<file path="config.mk">
export PLATFORM = sky130hd
export DESIGN_NAME = fir_decim_requant
export DESIGN_NICKNAME = d
export VERILOG_FILES = /design/src/rtl/fir_decim_requant.sv
export SDC_FILE = /design/constraint.sdc
export NUM_CORES = 1
export LEC_CHECK = 0
export BUFFER_PORTS_ARGS = -buffer_cell sky130_fd_sc_hd__buf_2
export CORE_MARGIN = 2
export CORE_UTILIZATION = 40
export DETAILED_ROUTE_END_ITERATION = 7
export HOLD_SLACK_MARGIN = 0.12
export PLACE_DENSITY = 0.69
export SLEW_MARGIN = 25
export SYNTH_ARGS = -nofsm -noshare
export SYNTH_HDL_FRONTEND = slang
export SYNTH_SLANG_ARGS = --single-unit
export TNS_END_PERCENT = 50
</file>
<file path="constraint.sdc">
create_clock -name clk -period 2 [get_ports clk]
set_clock_uncertainty 0.05 [all_clocks]
set_input_delay 0.6 -clock clk [delete_from_list [all_inputs] [get_ports clk]]
set_output_delay 0.6 -clock clk [all_outputs]
set_load 0.005 [all_outputs]
</file>
<file path="src/rtl/fir_decim_requant.sv">
// fir_decim_requant
//   Sits after the FIR filter: keeps one sample out of every DECIM accepted
//   beats (or the last partial window of a frame), rounds and saturates it
//   from IN_W to OUT_W signed bits, and hands it to the sink through a
//   2-entry in-order skid buffer so both sides can stream at one beat/cycle.
//
// Ports
//   clk            rising-edge clock
//   reset          asynchronous active-low reset
//   s_axis_tdata   signed sample from the FIR (IN_W)
//   s_axis_tvalid  input valid
//   s_axis_tlast   last beat of frame; flushes a partial window
//   s_axis_tready  registered: skid buffer holds fewer than 2 entries
//   m_axis_tdata   requantized signed sample (OUT_W)
//   m_axis_tvalid  skid buffer not empty
//   m_axis_tlast   frame boundary carried with the sample
//   m_axis_tready  downstream ready
//   sat_flag       sticky saturation indicator
//   sat_clr        synchronous clear of sat_flag (a coincident set wins)
module fir_decim_requant #(
  parameter int IN_W  = 32,
  parameter int OUT_W = 16,
  parameter int DECIM = 4,
  parameter int SHIFT = 15
) (
  input  logic             clk,
  input  logic             reset,
  input  logic [IN_W-1:0]  s_axis_tdata,
  input  logic             s_axis_tvalid,
  input  logic             s_axis_tlast,
  output logic             s_axis_tready,
  output logic [OUT_W-1:0] m_axis_tdata,
  output logic             m_axis_tvalid,
  output logic             m_axis_tlast,
  input  logic             m_axis_tready,
  output logic             sat_flag,
  input  logic             sat_clr
);

  localparam int PH_W = (DECIM > 1) ? $clog2(DECIM) : 1;
  localparam logic [PH_W-1:0] PH_LAST = PH_W'(DECIM - 1);

  // Rounding offset and saturation bounds, all in the IN_W+1-bit domain.
  localparam logic signed [IN_W:0] RND     = (IN_W+1)'(64'(1) << (SHIFT - 1));
  localparam logic signed [IN_W:0] SAT_MAX = (IN_W+1)'((64'(1) << (OUT_W - 1)) - 64'(1));
  localparam logic signed [IN_W:0] SAT_MIN = ~SAT_MAX;
  localparam logic [OUT_W-1:0]     OUT_MAX = {1'b0, {(OUT_W-1){1'b1}}};
  localparam logic [OUT_W-1:0]     OUT_MIN = {1'b1, {(OUT_W-1){1'b0}}};

  logic [PH_W-1:0]        phase;
  logic                   accept;
  logic                   emit_beat;
  logic                   push;
  logic                   pop;

  logic signed [IN_W:0]   x_ext;
  logic signed [IN_W:0]   sum;
  logic signed [IN_W:0]   r;
  logic [OUT_W-1:0]       q;
  logic                   sat;

  logic [1:0]             occ;
  logic [1:0]             occ_next;
  logic [OUT_W-1:0]       head_data;
  logic                   head_last;
  logic [OUT_W-1:0]       tail_data;
  logic                   tail_last;

  assign accept    = s_axis_tvalid && s_axis_tready;
  assign emit_beat = (phase == PH_LAST) || s_axis_tlast;
  assign push      = accept && emit_beat;
  assign pop       = m_axis_tvalid && m_axis_tready;

  // Round half toward +inf, then arithmetic shift; one extra bit keeps the
  // rounding add from overflowing at the positive extreme.
  // NOTE: every always_comb output gets a default first so no path can
  // leave it unassigned and infer a latch.
  always_comb begin
    x_ext = $signed({s_axis_tdata[IN_W-1], s_axis_tdata});
    sum   = x_ext + RND;
    r     = sum >>> SHIFT;
    q     = r[OUT_W-1:0];
    sat   = 1'b0;
    if (r > SAT_MAX) begin
      q   = OUT_MAX;
      sat = 1'b1;
    end else if (r < SAT_MIN) begin
      q   = OUT_MIN;
      sat = 1'b1;
    end
  end

  // Phase returns to 0 on every emit, so a tlast flush realigns the next
  // frame to a fresh window.
  // NOTE: sequential state uses non-blocking assignments so every register
  // samples pre-edge values regardless of block ordering.
  always_ff @(posedge clk or negedge reset) begin
    if (!reset) begin
      phase <= '0;
    end else if (accept) begin
      phase <= emit_beat ? '0 : phase + 1'b1;
    end
  end

  always_comb begin
    occ_next = occ;
    unique case ({push, pop})
      2'b10:   occ_next = occ + 2'd1;
      2'b01:   occ_next = occ - 2'd1;
      default: occ_next = occ;
    endcase
  end

  // Head entry drives the output and only changes on pop or on a push into
  // an empty (or simultaneously draining) buffer, so it is stable while
  // stalled. tready is registered from the next occupancy.
  always_ff @(posedge clk or negedge reset) begin
    if (!reset) begin
      occ           <= 2'd0;
      s_axis_tready <= 1'b0;
      head_data     <= '0;
      head_last     <= 1'b0;
    end else begin
      occ           <= occ_next;
      s_axis_tready <= (occ_next != 2'd2);
      if (push && ((occ == 2'd0) || ((occ == 2'd1) && pop))) begin
        head_data <= q;
        head_last <= s_axis_tlast;
      end else if (pop && (occ == 2'd2)) begin
        head_data <= tail_data;
        head_last <= tail_last;
      end
    end
  end

  // NOTE: the tail payload is left unreset; it is read only at occupancy 2,
  // which can only be reached by writing it first.
  always_ff @(posedge clk) begin
    if (push && (occ == 2'd1) && !pop) begin
      tail_data <= q;
      tail_last <= s_axis_tlast;
    end
  end

  always_ff @(posedge clk or negedge reset) begin
    if (!reset) begin
      sat_flag <= 1'b0;
    end else if (push && sat) begin
      sat_flag <= 1'b1;
    end else if (sat_clr) begin
      sat_flag <= 1'b0;
    end
  end

  assign m_axis_tvalid = (occ != 2'd0);
  assign m_axis_tdata  = head_data;
  assign m_axis_tlast  = head_last;

endmodule

</file>
# After elaboration in Yosys (flattened, before gate mapping)
# Index checks and enable logic that the tools add are counted.
totals:
  register_bits: 40
  output_inout_bits: 20
  wordCells: 48
  in_bits: 38
op_classes:
  muxes: 12
  n_lt_le_gt_ge: 2
  add_sub_neg: 4
  n_reduce_logical: 16
  eq_ne: 6
ops:
  columns: ["op", "count"]
  rows:
  - ["$mux W16", 4]
  - ["$add A32 B16 Y33 const B", 1]
  - ["$gt A18 B16 Y1 const B", 1]
  - ["$lt A18 B16 Y1 const B", 1]
  - ["$logic_and A1 B1 Y1", 9]
  - ["$eq A2 B2 Y1 const B", 3]
  - ["$mux W1", 6]
  - ["$reduce_bool A2 Y1", 3]
  - ["$add A2 B1 Y2 const B", 2]
  - ["$eq A2 B1 Y1 const B", 2]
  - ["$pmux W2 S2", 1]
  - ["$logic_not A2 Y1", 1]
  - ["$logic_or A1 B1 Y1", 2]
  - ["$mux W2", 1]
  - ["$ne A2 B2 Y1 const B", 1]
  - ["$sub A2 B1 Y2 const B", 1]
  - ["$logic_not A1 Y1", 1]

# Depth between registers and ports, before layout
# Gate-level depths: netlist of the first run.
depth:
  ltp_word: 6
  mapped_depth: 10
  ltp_nobuf: 9

# Least setup slack after synthesis of the first run
# Ideal clock, no wire load.
synth_timing:
  kind: "input port to flip-flop"
  from: "in s_axis_tdata[14]"
  to: "reg tail_data[5], data pin"
  required_time_ps: 1692
  setup_ps: 258
  path_buffers: 0
  path_stages: 7
  arrival_time_ps: 1990
  slack_ps: -298
  cell_sequence: "ha_1 -> nand4_4 -> or4_1 -> o21ai_0 -> a21oi_1 -> o22ai_1 -> nand2_1"
synth_between:
  elab_chain_cells: 4
  word_cells_on_any_way: 5
  classes_between: "add/sub (1); order compare (2); mux (2)"
synth_rtl:
  columns: ["item", "line_no", "source"]
  rows:
  - ["start: declaration", "28", "input logic [IN_W-1:0] s_axis_tdata,"]
  - ["$add A32 B16 Y33 *", "80", "sum = x_ext + RND;"]
  - ["$lt A18 B16 Y1", "87", "end else if (r < SAT_MIN) begin"]
  - ["$mux W16", "87", null]
  - ["$mux W16 *", "84", "if (r > SAT_MAX) begin"]
  - ["net q[5]", "59", "logic [OUT_W-1:0] q;"]
  - ["end signal: assignment", "140", "tail_data <= q;"]
  - ["end: declaration", "66", "logic [OUT_W-1:0] tail_data;"]
# Mark *: on every way through the listed nets, which the timed path passes. The rest lies on a longest branch.
# A chain may end at the register's enable or synchronous reset.

# Worst setup path in the final report of the first run
layout_timing:
  from: "in s_axis_tdata[19]"
  to: "reg tail_data[10], data pin"
# The elaborated chain is that of the path after synthesis.

==> results of run 1 <==
-- cell type report --
cell class | instances | area share (%)
Multi-Input combinational cell | 211 | 42.0
Tap cell | 77 | 2.58
Inverter | 8 | 0.805
Clock buffer | 8 | 2.15
Sequential cell | 40 | 29.1
Timing Repair Buffer | 122 | 23.3
-- state kept, by name, summed over array words and instances (netlist names) --
name	cells
tail_last	1
phase	2
tail_data	16
occ	2
sat_flag	1
s_axis_tready	1
m_axis_tlast	1
m_axis_tdata	16
-- power by group --
group | internal, mW | leakage [nW] | switching (mW) | total, mW
logic | 0.617 | 1.26 | 0.540 | 1.16
registers | 1.09 | 0.425 | 0.112 | 1.21
clock network | 0.248 | 0.0395 | 0.256 | 0.504
-- worst paths after layout --
check,from,endpoint,cells past startpoint
hold reg to reg,phase[1],phase[1],1
hold / removal,reset,m_axis_tdata[6],1
min in group clk,sat_clr,sat_flag,2
setup / recovery,s_axis_tdata[19],tail_data[10],8
setup reg to reg,phase[0],s_axis_tready,8
max in group asynchronous,reset,m_axis_tdata[0],1
-- critical path, cell delays in order --
cell	delay, ns
buf_2	0.12
nand3_2	0.14
buf_4	0.18
nor3_4	0.25
nand4_1	0.19
xor2_1	0.30
o21a_1	0.15
a31oi_1	0.04
-- per-stage QoR --
stage,util (%),hold WS (ns),setup slack (ns),setup TNS [ns]
global placement,54.2,0.449,-0.300,-7.58
CTS,56.7,0.257,-0.0205,-0.0586
global route,59.1,0.281,-0.0890,-0.282
floorplan,-,0.254,-0.0496,-0.174
detailed placement,54.2,0.462,-0.381,-8.90
finish,59.1,0.249,0.00642,0
-- per-layer routing --
layer | global-route usage (%) | up-vias
met2 | 30.7 | 55
met1 | 26.5 | 1143
met5 | 0 | -
met4 | 5.77 | 0
li1 | - | 1224
met3 | 2.65 | 9
-- repair_timing --
action,in CTS,in global routing
resized for setup,15,18
setup buffers,2,12
gates cloned,0,0
pin swaps,6,9
setup endpoints to repair,9,25
-- kinds of logic after synthesis --
logic type | share of synthesized area, %
buffers and inverters | 2.37
DFF | 42.1
muxes | 7.61
AOI/OAI and AO/OA | 17.7
adders and majority gates | 3.78
xor gates and xnor gates | 4.75
and+or+nand+nor | 21.7
-- cell usage in the layout, fill, tap and decap left out, types with 6 or more instances in the layout --
cell       n
a21o_1     8
a21oi_1   13
buf_2     38
buf_4     77
dfrtp_1   23
edfxtp_1  17
ha_1       6
inv_1      6
mux2i_1   14
nand2_1   23
nand3_1    8
nand4_1    6
nor2_1    29
o21ai_0    8
xnor2_1    6
xor2_1     6
==> metrics.md, run 1 <==
| Metric | Value |
|---|---|
| Outcome | `finished clean` |
| Gr usage total | `19.0%` |
| Syn-to-layout area delta | `44.4%` |
| Top layer in use | `met4` |
| Leakage power | `1.73 nW` |
| RSZ-0062 raised after global routing | `true` |
| Leading area contributor after synthesis | `dfrtp_1` |
| Largest net degree at the start of global routing | `24` |
| VDD IR max | `522 uV` |
| Final WL | `6660 um` |
| Least-Margin Pin Slew | `about 0.55 ns` |
| Post-DP Area | `between 0.003 and 0.004 mm2` |
| CP max FO | `4` |
| Crit path arrival time | `1.97 ns` |
| Critical path required time | `between 1.5 and 2 ns` |
| I/O Buffers | `between 40 and 50` |
| Initial Utilization | `around two fifths` |
| Clk slew on worst S/H paths | `roughly 0.070 ns` |
| Crit path capture type | `flip-flop` |
| Vias in the first global route | `2,326` |
| Area share of the largest cell type after synthesis | `between 20 and 25%` |
| CTS H-tree depth | `2` |
| Worst-skew pair later-pin latency | `a little under 0.3 ns` |
| Syn Std Cell Area | `around 0.0026 mm2` |
| Antenna violations before repair | `0` |
| Flop-to-flop setup slack | `roughly 0.13 ns` |
| Die footprint | `approximately 0.0071 mm2` |
| Post-route clock period utilization | `99.7%` |
| Final hold violations | `0` |
| Clock sinks | `40` |
| GPL Wtd Cong | `about 0.90` |
| Power per cell area | `~770 mW/mm2` |
| Clock buffer depth | `2` |
| Boundary pin count | `58` |
| WS Path Type | `in -> reg` |
| Min cycle time layout | `about 2 ns` |
| Layout cells sized above 1 | `between 40% and 50%` |
| Width of the die | `84.4 um` |
| WL/cell | `14.3 um` |
| 1st-pass router iterations | `4` |
| Total Power | `between 2 and 3 mW` |
| DRC viols | `0` |
| Final setup viols | `0` |
| Seq/Total Area, Yosys | `42.1%` |
| Total core area | `0.00631 mm2` |
| Worst setup SP type | `input pin` |
| GR Overflow Total | `0` |
| Root buf cell | `clkbuf_8` |
| Post-route ant nets | `0` |
| First-pass GRT wire length | `11,000 um` |
| Mean Syn Cell Area | `just under 10 um2` |
| Worst slew margin | `between 60 and 70%` |
| Met1 Wirelength | `roughly 3000 um` |
| Max-Cap Viols | `0` |
| Rows | `29` |
| Die height | `84.4 um` |
| CTS Buf Count | `5` |
| Post-Synthesis Cells | `267` |
| Placed Instances | `between 400 and 500` |
| Met2 WL post-DR | `between 3000 and 4000 um` |
| Area of the multi-input gates | `approximately 0.0016 mm2` |
| Vias | `between 2,000 and 2,500` |
| Vias/cell | `around 5.2` |
| Design area | `0.00373 mm2` |
| # diodes | `0` |
| Number of flops mapped to enable cells by yosys | `17` |
| Syn Nets | `around 310` |
| Async SR Flop Fraction | `57.5%` |
| Max Slew Vio Count | `0` |
| Layout Nets | `between 400 and 500` |
| Fmax | `roughly 500 MHz` |
| Count leader, synth | `nor2_1` |
| Ranking of synthesized cells by area | `dfrtp_1 22%, edfxtp_1 20%, mux2i_1 5.4%` |
| CTS Hold Bufs | `0` |
| CTS tree | `done` |
| Synth Register Bits | `40` |
| Met3 Wirelength | `about 250 um` |
| HP Class | `in -> async` |
| Register area | `0.00109 mm2` |
| Post-synth top cells | `31 x nor2_1, 27 x nand2_1, 23 x dfrtp_1` |
| Synth warn | `0` |
| Hpwl dp | `~5000 um` |
| Iter 0 DRT Violations | `around 120` |
| Main synth FF type | `dfrtp_1` |
| Non-Filler Instances | `about 470` |
| Filler Cell Count | `around 570` |
| Synth cell types | `between 50 and 60` |
No activity file was read; power rests on OpenSTA's default activity.
==> run 2: changes to the inputs <==
--- a/config.mk
+++ b/config.mk
@@ -6,11 +6,13 @@
 export NUM_CORES = 1
 export LEC_CHECK = 0
 export BUFFER_PORTS_ARGS = -buffer_cell sky130_fd_sc_hd__buf_2
+export CELL_PAD_IN_SITES_DETAIL_PLACEMENT = 1
+export CELL_PAD_IN_SITES_GLOBAL_PLACEMENT = 1
 export CORE_MARGIN = 2
-export CORE_UTILIZATION = 40
+export CORE_UTILIZATION = 37
 export DETAILED_ROUTE_END_ITERATION = 7
 export HOLD_SLACK_MARGIN = 0.12
-export PLACE_DENSITY = 0.69
+export PLACE_DENSITY = 0.81
 export SLEW_MARGIN = 25
 export SYNTH_ARGS = -nofsm -noshare
 export SYNTH_HDL_FRONTEND = slang
==> run 2 against run 1 <==
Critical path depth did not move. Power rose by 4.7%. Critical endpoint is now tail_data[14]. Clock-buffer cell count down 1. Wire length grew 34%. Combinational power grew 10%. First-iteration DRC count shrank 32%. Final cell count increased by 2.6%. Via count grew 7.5%.
==> metrics.md, run 2 (synthesis results as in run 1) <==
| Metric | Value |
|---|---|
| Worst-skew pair later-pin latency | `approximately 0.29 ns` |
| VDD IR max | `271 uV` |
| Clock sinks | `40` |
| Die height | `between 80 and 90 um` |
| Post-DP Area | `about 0.0035 mm2` |
| CTS Buf Count | `5` |
| I/O Buffers | `43` |
| Min cycle time layout | `around 2.0 ns` |
| Worst setup SP type | `input pin` |
| GR Overflow Total | `0` |
| Final WL | `between 8000 and 9000 um` |
| Post-route ant nets | `0` |
| Crit path capture type | `flip-flop` |
| 1st-pass router iterations | `4` |
| Setup_tns | `0 ns` |
| Vias in the first global route | `about 2,800` |
| Layout cells sized above 1 | `between 40% and 50%` |
| First-pass GRT wire length | `approximately 13,000 um` |
| Hpwl dp | `6490 um` |
| Clk slew on worst S/H paths | `about 0.07 ns` |
| CTS tree | `done` |
| Fmax | `between 500 and 600 MHz` |
| # diodes | `0` |
| Final setup viols | `0` |
| Initial Utilization | `between 30% and 40%` |
| Rows | `30` |
| Hold slack final | `0.240 ns` |
| Iter 0 DRT Violations | `just over 80` |
| RSZ-0062 raised after global routing | `true` |
| Leakage power | `roughly 1.8 nW` |
| Antenna violations before repair | `0` |
| Least-Margin Pin Slew | `0.561 ns` |
| Most frequent cells in the layout | `85 x buf_4, 34 x buf_2, 26 x nor2_1, 24 x nand2_1, 23 x dfrtp_1` |
| Total core area | `about 0.0068 mm2` |
| Clock buffer depth | `2` |
| Root buf cell | `clkbuf_8` |
| CP max FO | `5` |
| Design area | `slightly below 0.004 mm2` |
| Max Slew Vio Count | `0` |
| WS Path Type | `in -> reg` |
| Vias | `approximately 2,600` |
| Worst slew margin | `62.6%` |
| Filler Cell Count | `between 700 and 800` |
| Crit path arrival time | `about 2 ns` |
| Boundary pin count | `58` |
| Grt met1 use | `approximately a quarter` |
| Critical path required time | `between 1.5 and 2 ns` |
| GR Util met2 | `42.6%` |
| Syn-to-layout area delta | `52.1%` |
| Power per cell area | `approximately 760 mW/mm2` |
| Largest net degree at the start of global routing | `24` |
| DRC viols | `0` |
| GPL Wtd Cong | `approximately 0.85` |
| Gr usage total | `~22%` |
| Most common cell after layout, fill and taps aside | `buf_4` |
| Post-route clock period utilization | `roughly 100%` |
| Final hold violations | `0` |
| CTS H-tree depth | `2` |
| Vias/cell | `5.47` |
| Outcome | `finished clean` |
| Final core utilization | `about three fifths` |
| M3 GR Usage | `under 10%` |
| Width of the die | `slightly below 90 um` |
| Die footprint | `between 0.007 and 0.008 mm2` |
| GRT busiest layer | `met2` |
| HP Class | `in -> async` |
| Layout Nets | `between 400 and 500` |
| Max-Cap Viols | `0` |
| WL/cell | `18.6 um` |
run 2: cell types whose count changed in the layout (fill, tap and decap cells not counted), sizes merged:
| cell | before | now |
|---|---|---|
| clkbuf | 8 | 7 |
| buf | 122 | 131 |
| nand4 | 8 | 9 |
run 2: critical path: stages:
cell and delay (ns):
buf_4 0.11, nand3_4 0.11, buf_6 0.14, nor3_4 0.24, buf_4 0.18, nand3_2 0.10
xnor2_2 0.17, maj3_1 0.33
run 2: final cells by class:
cell class / instances / area [um2] / area share (%)
Multi-Input combinational cell: 212 / 1660 / 42.3
Timing Repair Buffer: 131 / 972 / 24.8
Inverter: 8 / 30.0 / 0.765
Tap cell: 80 / 100 / 2.55
Sequential cell: 40 / 1090 / 27.7
Clock buffer: 7 / 76.3 / 1.94
run 2: per-layer routing:
metal / up-vias / routed length, um
met5: - / 0
met4: 0 / 141
met3: 14 / 269
met2: 64 / 4920
met1: 1292 / 3570
li1: 1244 / -
run 2: final timing paths:
| path | startpoint | cells past startpoint | end | slack, ns |
|---|---|---|---|---|
| worst max register to register | occ[0] | 11 | m_axis_tdata[3] | 0.03 |
| min in group clk | sat_clr | 2 | sat_flag | 0.45 |
| worst max-delay path | s_axis_tdata[20] | 8 | tail_data[14] | 0.02 |
| worst min-delay path | reset | 1 | m_axis_tdata[6] | 0.24 |
| worst min register to register | phase[1] | 1 | phase[1] | 0.49 |
| max in group asynchronous | reset | 1 | sat_flag | 1.28 |
run 2: timing repair:
action | in CTS | in global routing
gates resized for setup | 18 | 41
hold buffers | 0 | 0
gates cloned | 0 | 1
endpoints found under the hold margin | 0 | 0
pin swaps | 11 | 22
setup endpoints to repair | 17 | 27
buffers inserted | 3 | 10
run 2: report_power, final:
| part | internal [mW] | switching (mW) | total (mW) |
|---|---|---|---|
| clock | 0.240 | 0.267 | 0.508 |
| sequential | 1.09 | 0.122 | 1.22 |
| combinational | 0.644 | 0.635 | 1.28 |
run 2: stage by stage:
stage          cells  setup slack [ns]  power (mW)
3_3_place_gp     458            -0.310        2.31
5_1_grt          478           -0.0588        3.19
6_report         478            0.0161        3.00
2_1_floorplan    267           -0.0496        1.85
3_5_place_dp     458            -0.367        2.41
4_1_cts          468           -0.0241        2.94
==> run 3: changes to the inputs <==
--- a/config.mk
+++ b/config.mk
@@ -5,14 +5,15 @@
 export SDC_FILE = /design/constraint.sdc
 export NUM_CORES = 1
 export LEC_CHECK = 0
+export ABC_CLOCK_PERIOD_IN_PS = 2100
 export BUFFER_PORTS_ARGS = -buffer_cell sky130_fd_sc_hd__buf_2
 export CELL_PAD_IN_SITES_DETAIL_PLACEMENT = 1
 export CELL_PAD_IN_SITES_GLOBAL_PLACEMENT = 1
 export CORE_MARGIN = 2
-export CORE_UTILIZATION = 37
+export CORE_UTILIZATION = 41
 export DETAILED_ROUTE_END_ITERATION = 7
 export HOLD_SLACK_MARGIN = 0.12
-export PLACE_DENSITY = 0.81
+export PLACE_DENSITY = 0.85
 export SLEW_MARGIN = 25
 export SYNTH_ARGS = -nofsm -noshare
 export SYNTH_HDL_FRONTEND = slang
==> constraint.sdc (replaced) <==
create_clock -name clk -period 2.1 [get_ports clk]
set_clock_uncertainty 0.05 [all_clocks]
set_input_delay 0.63 -clock clk [delete_from_list [all_inputs] [get_ports clk]]
set_output_delay 0.63 -clock clk [all_outputs]
set_load 0.05 [all_outputs]
==> run 3 against run 2 <==
Largest power group unchanged. Combinational power increased by 34%. Global-route usage increased by 0.71 points. Flip-flop and latch count stayed put. Critical endpoint is now m_axis_tdata[8]. Die area down 9.3%.
==> metrics.md, run 3 (synthesis results as in run 1) <==
| Metric | Value |
|---|---|
| Syn-to-layout area delta | `38.3%` |
| Crit path capture type | `flip-flop` |
| Boundary pin count | `58` |
| CP max FO | `6` |
| Vias | `2,456` |
| Iter 0 DRT Violations | `roughly 120` |
| Hpwl dp | `approximately 6000 um` |
| Critical path required time | `~2.2 ns` |
| First-pass GRT wire length | `roughly 13,000 um` |
| Placement Setup Slack | `-0.329 ns` |
| Initial Utilization | `between 40% and 50%` |
| CTS Hold Bufs | `0` |
| Min cycle time layout | `between 2 and 2.5 ns` |
| Root buf cell | `clkbuf_8` |
| Layout cells sized above 1 | `41.2%` |
| Least-Margin Pin Slew | `roughly 0.55 ns` |
| Filler Cell Count | `703` |
| Outcome | `finished clean` |
| Leakage power | `between 1.5 and 2 nW` |
| RSZ-0062 raised after global routing | `true` |
| Design area | `0.00357 mm2` |
| R2R Path End | `m_axis_tdata[14]` |
| Worst setup SP type | `input pin` |
| Gr usage total | `23.1%` |
| Rows | `28` |
| Post-DP Area | `around 0.0034 mm2` |
| Max Slew Vio Count | `0` |
| Crit path arrival time | `roughly 2.2 ns` |
| HP Class | `in -> async` |
| Post-route setup slack | `0.0200 ns` |
| Reg2reg start | `phase[0]` |
| CTS Buf Count | `5` |
| Most frequent cells in the layout | `62 x buf_4, 43 x buf_2, 31 x nor2_1, 23 x nand2_1, 23 x dfrtp_1` |
| VDD IR max | `~530 uV` |
| CTS H-tree depth | `2` |
| Setup_tns | `0 ns` |
| Die footprint | `between 0.006 and 0.007 mm2` |
| Vias in the first global route | `roughly 2,600` |
| Clock sinks | `40` |
| Post-route ant nets | `0` |
| Largest net degree at the start of global routing | `24` |
| Flop-to-flop setup slack | `about 0.17 ns` |
| I/O Buffers | `43` |
| DRC viols | `0` |
| Post-route clock period utilization | `just under 100%` |
| Vias/cell | `roughly 5.5` |
| Final WL | `approximately 7900 um` |
| Final setup viols | `0` |
| Max-Cap Viols | `0` |
| WL/cell | `17.5 um` |
| Worst slew margin | `between 60% and 70%` |
| WS Path Type | `in -> reg` |
| Fmax | `481 MHz` |
| Clk slew on worst S/H paths | `around 0.08 ns` |
| Final hold violations | `0` |
| Total core area | `roughly 0.0060 mm2` |
| Width of the die | `83.4 um` |
| GPL Wtd Cong | `between 0.9 and 1` |
| Worst R2R Path Depth | `8` |
| Worst-skew pair later-pin latency | `approximately 0.30 ns` |
| # diodes | `0` |
| Clock buffer depth | `2` |
| Critical Path End | `m_axis_tdata[8]` |
| Most common cell after layout, fill and taps aside | `buf_4` |
| 1st-pass router iterations | `6` |
| Power per cell area | `around 940 mW/mm2` |
| CTS tree | `done` |
| Antenna violations before repair | `0` |
| Die height | `about 83 um` |
| Total Power | `about 3.4 mW` |
| Critical Path Start | `s_axis_tdata[14]` |
| GR Overflow Total | `0` |
| Layout Nets | `418` |
-- run 3: cell count changes in the layout (fill, tap and decap cells not counted), moves of 3 or more --
cell,change
xor2_2,-3
buf_4,-23
buf_2,+9
xor2_1,+3
buf_6,-7
nor2_1,+5
buf_8,-3
nor2_2,-4
-- run 3: worst max-delay path, cell delays in order --
cell and delay [ns]:
buf_2 0.13, ha_4 0.16, nand4_4 0.14, a2111oi_2 0.39
a211o_1 0.16, nand3_1 0.07, or3_4 0.37, a21o_1 0.16
-- run 3: per-stage QoR --
stage / std cells / utilization [%] / hold slack (ns)
floorplan: 267 / - / 0.284
global placement: 437 / 56.3 / 0.446
detailed placement: 437 / 56.3 / 0.455
CTS: 445 / 57.8 / 0.270
global route: 449 / 59.6 / 0.297
finish: 449 / 59.6 / 0.258
-- run 3: routing by layer --
layer	wire (um)	vias up	GRT usage, %
met1	3340	1191	28.0
met2	4080	63	40.8
met4	163	0	9.54
met5	0	-	0
met3	275	14	3.18
li1	-	1188	-
-- run 3: repair_timing --
action,4_1_cts,5_1_grt
resized for setup,1,16
buffers inserted,0,4
endpoints found under the setup margin,2,25
cloned,0,0
pin swaps,1,5
-- run 3: how the worst min path moves through the flow --
stage | startpoint | to | slack (ns) | cells past startpoint
6_report | reset | occ[0] | 0.26 | 1
5_1_grt | reset | occ[0] | 0.30 | 1
4_1_cts | reset | occ[0] | 0.27 | 1
3_5_place_dp | phase[1] | phase[1] | 0.45 | 1
3_3_place_gp | phase[1] | phase[1] | 0.45 | 1
2_1_floorplan | reset | m_axis_tdata[0] | 0.28 | 0
-- run 3: report_power, final --
group / switching (mW) / internal (mW) / total, mW
Sequential: 0.115 / 1.04 / 1.16
Combinational: 1.16 / 0.561 / 1.72
Clock: 0.267 / 0.225 / 0.493
-- run 3: layout make-up --
| type | count | area (um2) | area share (%) |
|---|---|---|---|
| clock inverters | 3 | 13.8 | 0.385 |
| flip-flops and latches | 40 | 1090 | 30.4 |
| repair buffers | 107 | 721 | 20.2 |
| well taps | 75 | 93.8 | 2.63 |
| multi-input cells | 211 | 1560 | 43.5 |
| inverters | 8 | 33.8 | 0.946 |
| clock buffers | 5 | 68.8 | 1.93 |
